`config.mk`:
```
export PLATFORM = sky130hd
export DESIGN_NAME = sel_grant_arbiter
export DESIGN_NICKNAME = d
export VERILOG_FILES = /design/src/rtl/sel_grant_arbiter.sv
export SDC_FILE = /design/constraint.sdc
export NUM_CORES = 1
export LEC_CHECK = 0
export CORE_ASPECT_RATIO = 2
export CORE_MARGIN = 5
export CORE_UTILIZATION = 47
export CTS_CLUSTER_DIAMETER = 60
export DETAILED_ROUTE_END_ITERATION = 7
export PLACE_DENSITY = 0.78
export SKIP_LAST_GASP = 1
export SYNTH_ARGS = -nofsm -noshare
export SYNTH_HDL_FRONTEND = slang
export SYNTH_SLANG_ARGS = --single-unit
```
`constraint.sdc`:
```
create_clock -name clk -period 2.4 [get_ports clk]
set_input_delay 0.48 -clock clk [delete_from_list [all_inputs] [get_ports clk]]
set_output_delay 0.48 -clock clk [all_outputs]
set_load 0.05 [all_outputs]
```
`src/rtl/sel_grant_arbiter.sv`:
```
// rtl/sel_grant_arbiter.sv - round-robin grant arbiter with ID/credit tracking for the request select queue
// Optional miss counter enabled by `define SEL_ARB_MISS_CNT_EN.
module sel_grant_arbiter #(
    parameter int CREDITS = 4
) (
    input  logic        clk,
    input  logic        rst,
    input  logic [3:0]  p_lru_ch,
    input  logic        p_sel_val,
    input  logic [3:0]  p_sel_req_id,
    input  logic        p_pe,
    input  logic [3:0]  ch_rdy,
    input  logic        cmp_val,
    input  logic [1:0]  cmp_ch,
    input  logic [3:0]  cmp_id,
    output logic        p_arb_val,
    output logic [1:0]  p_arb_ch,
    output logic [15:0] p_req_id_enb,
    output logic        issue_val,
    output logic [1:0]  issue_ch,
    output logic [3:0]  issue_id,
    output logic        err,
    output logic [7:0]  miss_cnt
);
    typedef enum logic [1:0] {IDLE, GNT, ERR} state_t;
    localparam logic [3:0] CRED_MAX = 4'(CREDITS);

    state_t      state_q, state_d;
    logic [1:0]  rr_ptr_q, rr_ptr_d;
    logic [15:0] busy_q, busy_d;
    logic [3:0]  credit_q [4];
    logic [3:0]  credit_d [4];
    logic        arb_val_q, arb_val_d;
    logic [1:0]  arb_ch_q, arb_ch_d;
    logic        issue_val_q, issue_val_d;
    logic [1:0]  issue_ch_q, issue_ch_d;
    logic [3:0]  issue_id_q, issue_id_d;
    logic        err_q, err_d;

    logic [3:0]  elig;
    logic        any_elig;
    logic [1:0]  sel_ch;
    logic [1:0]  idx;
    logic        hit;
    logic        dec, inc;

    always_comb begin
        for (int c = 0; c < 4; c++) begin
            elig[c] = p_lru_ch[c] & ch_rdy[c] & (credit_q[c] != 4'd0) & (busy_q != 16'hFFFF);
        end
        any_elig = 1'b0;
        sel_ch   = 2'd0;
        idx      = 2'd0;
        // Scan starts one past the last granted channel so it ends up lowest priority.
        for (int k = 1; k <= 4; k++) begin
            idx = rr_ptr_q + 2'(k);
            if (!any_elig && elig[idx]) begin
                any_elig = 1'b1;
                sel_ch   = idx;
            end
        end
    end

    assign hit = (state_q == GNT) & p_sel_val & ~p_pe;

    always_comb begin
        state_d     = state_q;
        rr_ptr_d    = rr_ptr_q;
        busy_d      = busy_q;
        arb_val_d   = 1'b0;
        arb_ch_d    = arb_ch_q;
        issue_val_d = 1'b0;
        issue_ch_d  = issue_ch_q;
        issue_id_d  = issue_id_q;
        err_d       = err_q;
        dec         = 1'b0;
        inc         = 1'b0;
        for (int c = 0; c < 4; c++) credit_d[c] = credit_q[c];

        case (state_q)
            IDLE: begin
                if (any_elig) begin
                    arb_val_d = 1'b1;
                    arb_ch_d  = sel_ch;
                    state_d   = GNT;
                end
            end
            GNT: begin
                rr_ptr_d = arb_ch_q;
                state_d  = IDLE;
            end
            default: ;
        endcase

        if (p_pe) begin
            state_d   = ERR;
            err_d     = 1'b1;
            arb_val_d = 1'b0;
        end
        if (p_sel_val && state_q != GNT) err_d = 1'b1;

        // Clear before set so a same-ID hit and completion leaves the ID busy.
        if (cmp_val) begin
            if (!busy_q[cmp_id]) err_d = 1'b1;
            busy_d[cmp_id] = 1'b0;
        end
        if (hit) begin
            busy_d[p_sel_req_id] = 1'b1;
            issue_val_d          = 1'b1;
            issue_ch_d           = arb_ch_q;
            issue_id_d           = p_sel_req_id;
            if (cmp_val && cmp_id == p_sel_req_id) err_d = 1'b1;
        end

        for (int c = 0; c < 4; c++) begin
            dec = hit && (arb_ch_q == 2'(c));
            inc = cmp_val && (cmp_ch == 2'(c));
            if (inc && credit_q[c] == CRED_MAX) err_d = 1'b1;
            if (dec && !inc)
                credit_d[c] = credit_q[c] - 4'd1;
            else if (inc && !dec && credit_q[c] != CRED_MAX)
                credit_d[c] = credit_q[c] + 4'd1;
        end
    end

    always_ff @(posedge clk or negedge rst) begin
        if (!rst) begin
            state_q     <= IDLE;
            rr_ptr_q    <= 2'd3;
            busy_q      <= 16'h0000;
            arb_val_q   <= 1'b0;
            arb_ch_q    <= 2'd0;
            issue_val_q <= 1'b0;
            issue_ch_q  <= 2'd0;
            issue_id_q  <= 4'd0;
            err_q       <= 1'b0;
            for (int c = 0; c < 4; c++) credit_q[c] <= CRED_MAX;
        end else begin
            state_q     <= state_d;
            rr_ptr_q    <= rr_ptr_d;
            busy_q      <= busy_d;
            arb_val_q   <= arb_val_d;
            arb_ch_q    <= arb_ch_d;
            issue_val_q <= issue_val_d;
            issue_ch_q  <= issue_ch_d;
            issue_id_q  <= issue_id_d;
            err_q       <= err_d;
            for (int c = 0; c < 4; c++) credit_q[c] <= credit_d[c];
        end
    end

`ifdef SEL_ARB_MISS_CNT_EN
    logic [7:0] miss_cnt_q, miss_cnt_d;
    logic       miss;

    assign miss = (state_q == GNT) & ~p_sel_val & ~p_pe;

    always_comb begin
        miss_cnt_d = miss_cnt_q;
        if (miss && miss_cnt_q != 8'hFF) miss_cnt_d = miss_cnt_q + 8'd1;
    end

    always_ff @(posedge clk or negedge rst) begin
        if (!rst) miss_cnt_q <= 8'h00;
        else      miss_cnt_q <= miss_cnt_d;
    end

    assign miss_cnt = miss_cnt_q;
`else
    assign miss_cnt = 8'h00;
`endif

    assign p_arb_val    = arb_val_q;
    assign p_arb_ch     = arb_ch_q;
    assign p_req_id_enb = ~busy_q;
    assign issue_val    = issue_val_q;
    assign issue_ch     = issue_ch_q;
    assign issue_id     = issue_id_q;
    assign err          = err_q;

endmodule

```
# == Yosys cells after proc, flatten, opt, wreduce, memory -nomap -nowiden ==
# Cells that the tools add are included.
# word_totals
regBits,47
wordCells,175
# classes
n_addsub,11
magnitude_cmp,8
eq_ne,19
mux,49
bitwise,19
reduce_logical,56
# ops
cell,n
$mux W16,2
$mux W4,8
$not A16 Y16,2
$logic_and A1 B1 Y1,31
$mux W1,25
$add A4 B1 Y4 const B,4
$and A16 B16 Y16,1
$eq A4 B3 Y1 const B,4
$ne A16 B16 Y1 const B,1
$ne A4 B3 Y1 const B,4
$or A16 B16 Y16,1
$reduce_bool A4 Y1,4
$sub A4 B1 Y4 const B,4
$and A1 B1 Y1,14
$lt A2 B3 Y1 const B,4
$mux W2,6
$logic_not A1 Y1,11
$lt A4 B5 Y1 const B,2
$bmux W1 S2,4
$demux W1 S4,2
$eq A2 B2 Y1 const B,4
$ge A4 B1 Y1 const B,2
$reduce_bool A2 Y1,4
$eq A2 B1 Y1 const B,3
11 further kinds,15

# == Longest topological paths before layout ==
# Gate-level depths: netlist of run 1.
# depth
word_depth,18
ltp_mapped,9
depth_no_buf,9

# == Worst setup path after synthesis of run 1 ==
# No wires, ideal clock.
# synth_timing
kind,reg-to-reg
startpoint,register arb_ch_q[1] (netlist: p_arb_ch[1])
endpoint,register credit_q[15] (netlist bit)
setup_time_ps,79
arrival_time_ps,2405
path_slack_ps,-84
path_stages_with_launch,9
n_path_buf,1
synth_period_minus_slack_ps,2484
cell_sequence,dfrtp_1 clkbuf_1 or4_1 inv_1 ha_1 a21o_1 a21oi_1 mux2i_1 xor2_1
# synth_via
elab_chain_len,6
elab_cells_between_ends,8
# synth_rtl
item,line_no,rtl
start: declaration,34,"logic [1:0] arb_ch_q, arb_ch_d;"
start signal: assignment,143,arb_ch_q <= arb_ch_d;
$logic_not A2 Y1 *,116,dec = hit && (arb_ch_q == 2'(c));
$logic_and A1 B1 Y1 *,116,
$logic_not A1 Y1,121,else if (inc && !dec && credit_q[c] != CRED_MAX)
$logic_and A1 B1 Y1 (2 in a row),121,
$reduce_bool A2 Y1 (no source line),-,
end: declaration,31,logic [3:0] credit_q [4];
# Every way passes the cells marked *; elsewhere a longest branch is shown, timed or not.
# A chain may end at the register's enable or synchronous reset.

# == Worst setup path in the final report of run 1 ==
# layout_timing
startpoint,input cmp_ch[1]
endpoint,register credit_q[15] (netlist bit)
# layout_via
elab_chain_len,5
elab_cells_between_ends,8
# layout_rtl
item,line_no,rtl
start: declaration,14,"input logic [1:0] cmp_ch,"
$logic_not A2 Y1 *,117,inc = cmp_val && (cmp_ch == 2'(c));
$logic_and A1 B1 Y1 *,117,
$logic_not A1 Y1 / $logic_and A1 B1 Y1 (equally long branches),"119, 121",
$logic_and A1 B1 Y1 (on tied branches),"119, 121",
$mux W4 / $reduce_bool A2 Y1 (equally long branches),-,
# Marked as above.

==> results of run 1 <==
where the power goes:
group / leakage, nW / switching, mW / total [mW] / internal [mW]
sequential: 0.594 / 0.207 / 1.18 / 0.970
clock: 0.0900 / 0.310 / 0.906 / 0.597
combinational: 1.03 / 0.451 / 0.907 / 0.457
total: 1.72 / 0.968 / 2.99 / 2.02
cells by family after synthesis:
kind of cell,after synthesis,synth area share
AO/OA/AOI/OAI,59,0.1320
XOR/XNOR,16,0.04832
adder cells (fa/ha/maj),12,0.06213
buffers and inverters,47,0.07247
flip-flops,47,0.4081
multiplexers,22,0.09621
other,1,0.001293
AND/OR/NAND/NOR,97,0.1795
synthesized netlist by cell type, drive strengths merged, types with 2 or more instances:
master	n	area [sq um]
nor3b	2	15.01
nor4b	3	26.28
dfstp	6	157.7
buf	10	70.07
inv	32	120.1
mux2	7	78.83
a21oi	9	45.04
nor2	13	48.80
mux2i	11	110.1
a21o	4	30.03
xnor2	12	105.1
xor2	4	35.03
o21ai	29	145.1
o22ai	3	18.77
mux4	4	90.09
nor4	5	46.29
nand4	7	43.79
a311oi	2	30.03
nand3	6	30.03
clkbuf	5	20.01
nand2	36	135.1
o311ai	2	25.03
and3	2	12.51
nor3	3	15.01
nand3b	2	15.01
nand2b	4	25.02
ha	8	100.1
or4	4	33.78
or2	4	25.02
or3	2	12.51
fa	4	80.08
dfrtp	41	1026
a211oi	2	15.01
final timing paths:
path,endpoint,cells after the start,startpoint
max in group asynchronous,credit_q[10],2,rst
min in group clk,issue_id[3],2,issue_id[3]
max,credit_q[15],9,cmp_ch[1]
min reg2reg,issue_id[3],2,issue_id[3]
max reg2reg,credit_q[15],8,state_q[1]
min,credit_q[15],1,rst
through the flow:
| step | power [mW] | worst slack (ns) |
|---|---|---|
| after floorplan | 1.772 | 0.02308 |
| after detailed placement | 2.097 | -0.5671 |
| final | 2.990 | 0.08710 |
| after global routing | 3.172 | 0.003740 |
| after global placement | 2.026 | -0.4433 |
| after CTS | 3.010 | 0.05366 |
repair_timing:
action / in CTS / in global routing
pin swaps: 1 / 2
setup endpoints to repair: 8 / 2
gates resized for setup: 7 / 2
setup buffers: 1 / 0
layout make-up:
class | count | area share
Clock inverter | 3 | 0.01759
Timing Repair Buffer | 78 | 0.1831
Tap cell | 63 | 0.02052
Clock buffer | 5 | 0.03257
Multi-Input combinational cell | 214 | 0.4065
Inverter | 32 | 0.03127
Sequential cell | 47 | 0.3085
critical path: cells and delay by family:
family / cells / cell delay, ns
XOR/XNOR: 1 / 0.15
adder cells (fa/ha/maj): 1 / 0.22
AO/OA/AOI/OAI: 2 / 0.34
buffers and inverters: 2 / 0.60
AND/OR/NAND/NOR: 2 / 0.51
multiplexers: 1 / 0.24
registers in the layout (all words and copies together), names as in the netlist:
name,count
issue_id,4
state_q,2
busy_q,16
p_arb_val,1
p_arb_ch,2
rr_ptr_q,2
issue_val,1
credit_q,16
issue_ch,2
err,1
metal layers:
metal,track usage,wire (microns),vias up
li1,-,-,1190
met1,0.2222,2778,1219
met2,0.3867,4282,82
met3,0.03707,297,26
met4,0.1143,290,0
met5,0,0,-
==> impl_metrics.toml, run 1 <==
[status]
status = "finished clean"

[worst_setup_path]
worstPathArrival_ns = 2.53
end_kind = "register"
reg2reg_slack_ns = 0.11
slowest_stage = "clkdlybuf4s50_1"
cp_cell_sequence = "clkdlybuf4s50_1 -> nor3b_2 -> or4_4 -> inv_2 -> ha_1 -> a21o_1 -> a21oi_2 -> mux2i_1 -> xor2_1"
critical_path_required_ns = 2.62
critPathMaxStageDelay_ns = 0.52
worstSetupStartpointType = "primary input"
path_class = "primary input to register"
cp_max_fo = 3

[placement]
place.port_buffers = 49
place_inst = 433
dp_hpwl_microns = 6160
place.gp.congestion = 0.8973
placed_area_sq_um = 3612

[final_layout]
final_common_cell = "clkdlybuf4s50_1"
seq_area_sq_um = 1185
finalNonFillerCells = 442
diodes = 0
final_cell_mix = "clkdlybuf4s50_1 (45), dfrtp_1 (40), nand2_1 (36)"
drive_gt1_frac = 0.1926
nFillCells = 504
syn2layout_area_growth_pct = 32.44
nNetsFinal = 413
multiInputGateArea_sq_um = 1562
finalInstanceArea_sq_um = 3841
utilization = 0.6396

[detailed_routing]
firstDrtPassIters = 4
wl_per_cell_microns = 17.30
antenna_left = 0
vias = 2517
drt_iter0_drc = 102
via_per_inst = 5.695
drc = 0
totalWireLength_microns = 7648

[grt]
grt_usage = 0.2118
grt_max_degree = 20
grt_pass1_vias = 2674
grt_pass1_wl_microns = 12830
antenna_found_initial = 0
overflow = 0

[sta]
post-route-min-period_ns = 2.313
finalSetupViolCount = 0
max_freq_ghz = 0.4324
hold_ws_ns = 0.08881
rsz0062_at_grt = "no"
relSlewSlack = 0.6425
tns_ns = 0
worst_pin_slew_ns = 0.5313
hold_viol_final = 0
skew_ns = 0.007275
slew_violations = 0
timing.final.crit_share = 0.9637

[flow_run]
maxCapViolCount = 0

[clock_tree]
hold_buffers = 0
cts_buffers = 5
cts_max_path_buffers = 2
cts.clk_slew.worst_paths_ns = 0.06
root_buffer = "clkbuf_16"
cts_sinks = 47
cts_tree = "yes"
clk_latency_ns = 0.30
cts-htree-levels = 2

[logic_synthesis]
synth_edf_count = 0
synthCells = 301
ys_warn_count = 0
synth_area_sq_um = 2900
synth_cell_types = 52
synthArstFlopShare = 1.000
syn_avg_cell_area_sq_um = 9.635
ys_ff_latch = 47
yosysSeqAreaShare = 0.4081
synthFlopType = "dfrtp_1"

[floorplan]
pin_count = 58
initial_core_util = 0.4829
die_h_microns = 121.1
die_area_sq_um = 7937
rows = 40
die_x_microns = 65.55
design.core.area_sq_um = 6006

[hold_path]
hold_class = "primary input to asynchronous set/reset pin"

[power_and_ir_drop]
leakage_nw = 1.717
peakVddDrop_mv = 0.5611
cellPowerDensity_nw_per_um2 = 778.5
No activity file was read; power rests on OpenSTA's default activity.
==> inputs of run 2 (changes only) <==
CORE_ASPECT_RATIO = not set   (was 2)
==> impl_metrics.toml, run 2 (same netlist as run 1, synthesis figures left out) <==
[power_and_ir_drop]
p_clk_frac = 0.186
peakVddDrop_mv = 0.4639
power_switching_mw = 0.9162
cellPowerDensity_nw_per_um2 = 677.1
comb_power_share = 0.352
pwr-share-seq = 0.462
switching_share = 0.3600
p_int_mw = 1.629
leakage_nw = 1.674

[floorplan]
die_area_sq_um = 7842
die_h_microns = 88.56
design.core.area_sq_um = 5956
pin_count = 58
initial_core_util = 0.4870
die_x_microns = 88.56
rows = 28

[sta]
slew_violations = 0
post-route-min-period_ns = 2.277
hold_viol_final = 0
max_freq_ghz = 0.4392
rsz0062_at_grt = "no"
setup_ws_ns = 0.1231
skew_ns = 0.01405
finalSetupViolCount = 0
tns_ns = 0
relSlewSlack = 0.6454
timing.final.crit_share = 0.9487
worst_pin_slew_ns = 0.5320

[detailed_routing]
wl_per_cell_microns = 16.19
vias = 2548
drc = 0
via_per_inst = 5.625
antenna_left = 0
firstDrtPassIters = 5
drt_iter0_drc = 164
totalWireLength_microns = 7333

[final_layout]
final_cell_mix = "clkdlybuf4s50_1 (46), dfrtp_1 (40), nand2_1 (36)"
nNetsFinal = 412
drive_gt1_frac = 0.1905
nFillCells = 523
multiInputGateArea_sq_um = 1564
utilization = 0.6311
diodes = 0
syn2layout_area_growth_pct = 29.59
seq_area_sq_um = 1185
final_common_cell = "clkdlybuf4s50_1"

[clock_tree]
clk_latency_ns = 0.31
cts_sinks = 47
cts_max_path_buffers = 2
cts.clk_slew.worst_paths_ns = 0.09
cts-htree-levels = 2
cts_tree = "yes"
hold_buffers = 0
postCtsSetupBuffers = 0
cts_buffers = 5
root_buffer = "clkbuf_8"

[grt]
grt_max_degree = 27
antenna_found_initial = 0
grt_pass1_wl_microns = 12050
grt_usage = 0.1996
grt_pass1_vias = 2554
overflow = 0

[worst_setup_path]
worstSetupStartpointType = "register"
ff2ff_path_depth = 8
path_class = "register to register"
cp_cell_sequence = "nand4bb_4 -> or4_4 -> inv_2 -> ha_1 -> a21o_1 -> a21oi_2 -> mux2i_1 -> xor2_1"
slowest_stage = "or4_4"
crit-reg2reg-launch = "state_q[1]"
end_kind = "register"
critical_path_required_ns = 2.62
critPathMaxStageDelay_ns = 0.56
r2r-end = "credit_q[15]"
worstPathArrival_ns = 2.50
reg2reg_slack_ns = 0.12
cp_max_fo = 5

[placement]
place.port_buffers = 49
dp_slack_ns = -0.3985
place.gp.congestion = 0.9006
dp_hpwl_microns = 5639

[status]
status = "finished clean"

[flow_run]
maxCapViolCount = 0

[hold_path]
hold_class = "primary input to asynchronous set/reset pin"
## run 2: changes by cell type in the layout (fill, tap and decap cells not counted), moves of 2 or more
cell / delta
clkbuf_16: -5
bufinv_16: -2
buf_4: -2
clkbuf_8: +5
## run 2: timing repair
| action | CTS | global route |
|---|---|---|
| gates resized for setup | 5 | 3 |
| pin swaps | 2 | 5 |
| endpoints found under the setup margin | 3 | 8 |
| gates cloned | 0 | 0 |
## run 2: through the flow
stage	hold WS [ns]	total power, mW	cell area, sq um	instances
global placement	0.4748	2.017	3640	445
detailed placement	0.4660	2.076	3640	445
global route	0.1781	2.707	3759	453
floorplan	0.1844	1.772	2929	308
CTS	0.1490	2.558	3749	453
finish	0.1380	2.545	3759	453
## run 2: power groups by stage
| stage | logic, mW | registers, mW | clock network (mW) |
|---|---|---|---|
| finish | 0.896 | 1.18 | 0.474 |
| global route | 0.996 | 1.19 | 0.517 |
| CTS | 0.903 | 1.17 | 0.485 |
| detailed placement | 0.891 | 1.18 | 0 |
| global placement | 0.838 | 1.18 | 0 |
| floorplan | 0.619 | 1.15 | 0 |
## run 2: worst max path at each step
| stage | cells after the start | start | slack, ns | end |
|---|---|---|---|---|
| 6_report | 8 | state_q[1] | 0.12 | credit_q[15] |
| 5_1_grt | 8 | state_q[1] | 0.009 | credit_q[15] |
| 2_1_floorplan | 8 | p_arb_ch[1] | 0.02 | credit_q[15] |
| 4_1_cts | 9 | p_pe | 0.006 | credit_q[15] |
| 3_3_place_gp | 9 | p_pe | -0.35 | credit_q[15] |
| 3_5_place_dp | 9 | p_pe | -0.40 | credit_q[15] |
## run 2: critical path: cells and delay by family (launching register included)
family          cells  cell delay [ns]
compound gates      2             0.30
fa+ha+maj           1             0.21
mux                 1             0.22
buf+inv             1             0.08
simple gates        2             0.79
xor+xnor            1             0.16
flops               1             0.44
## run 2: area by class of cell
cell class	instances	share of cell area
inverter	32	0.03196
multi-input combinational	214	0.4161
tap	75	0.02497
clock inverter	2	0.003662
timing repair buffer	77	0.1887
sequential	47	0.3152
clock buffer	6	0.01931
## run 2: routing by layer
metal / share of wire / track usage
met5: 0 / 0
met4: 0.013 / 0.05495
met2: 0.49 / 0.3256
met3: 0.063 / 0.04935
met1: 0.44 / 0.2662
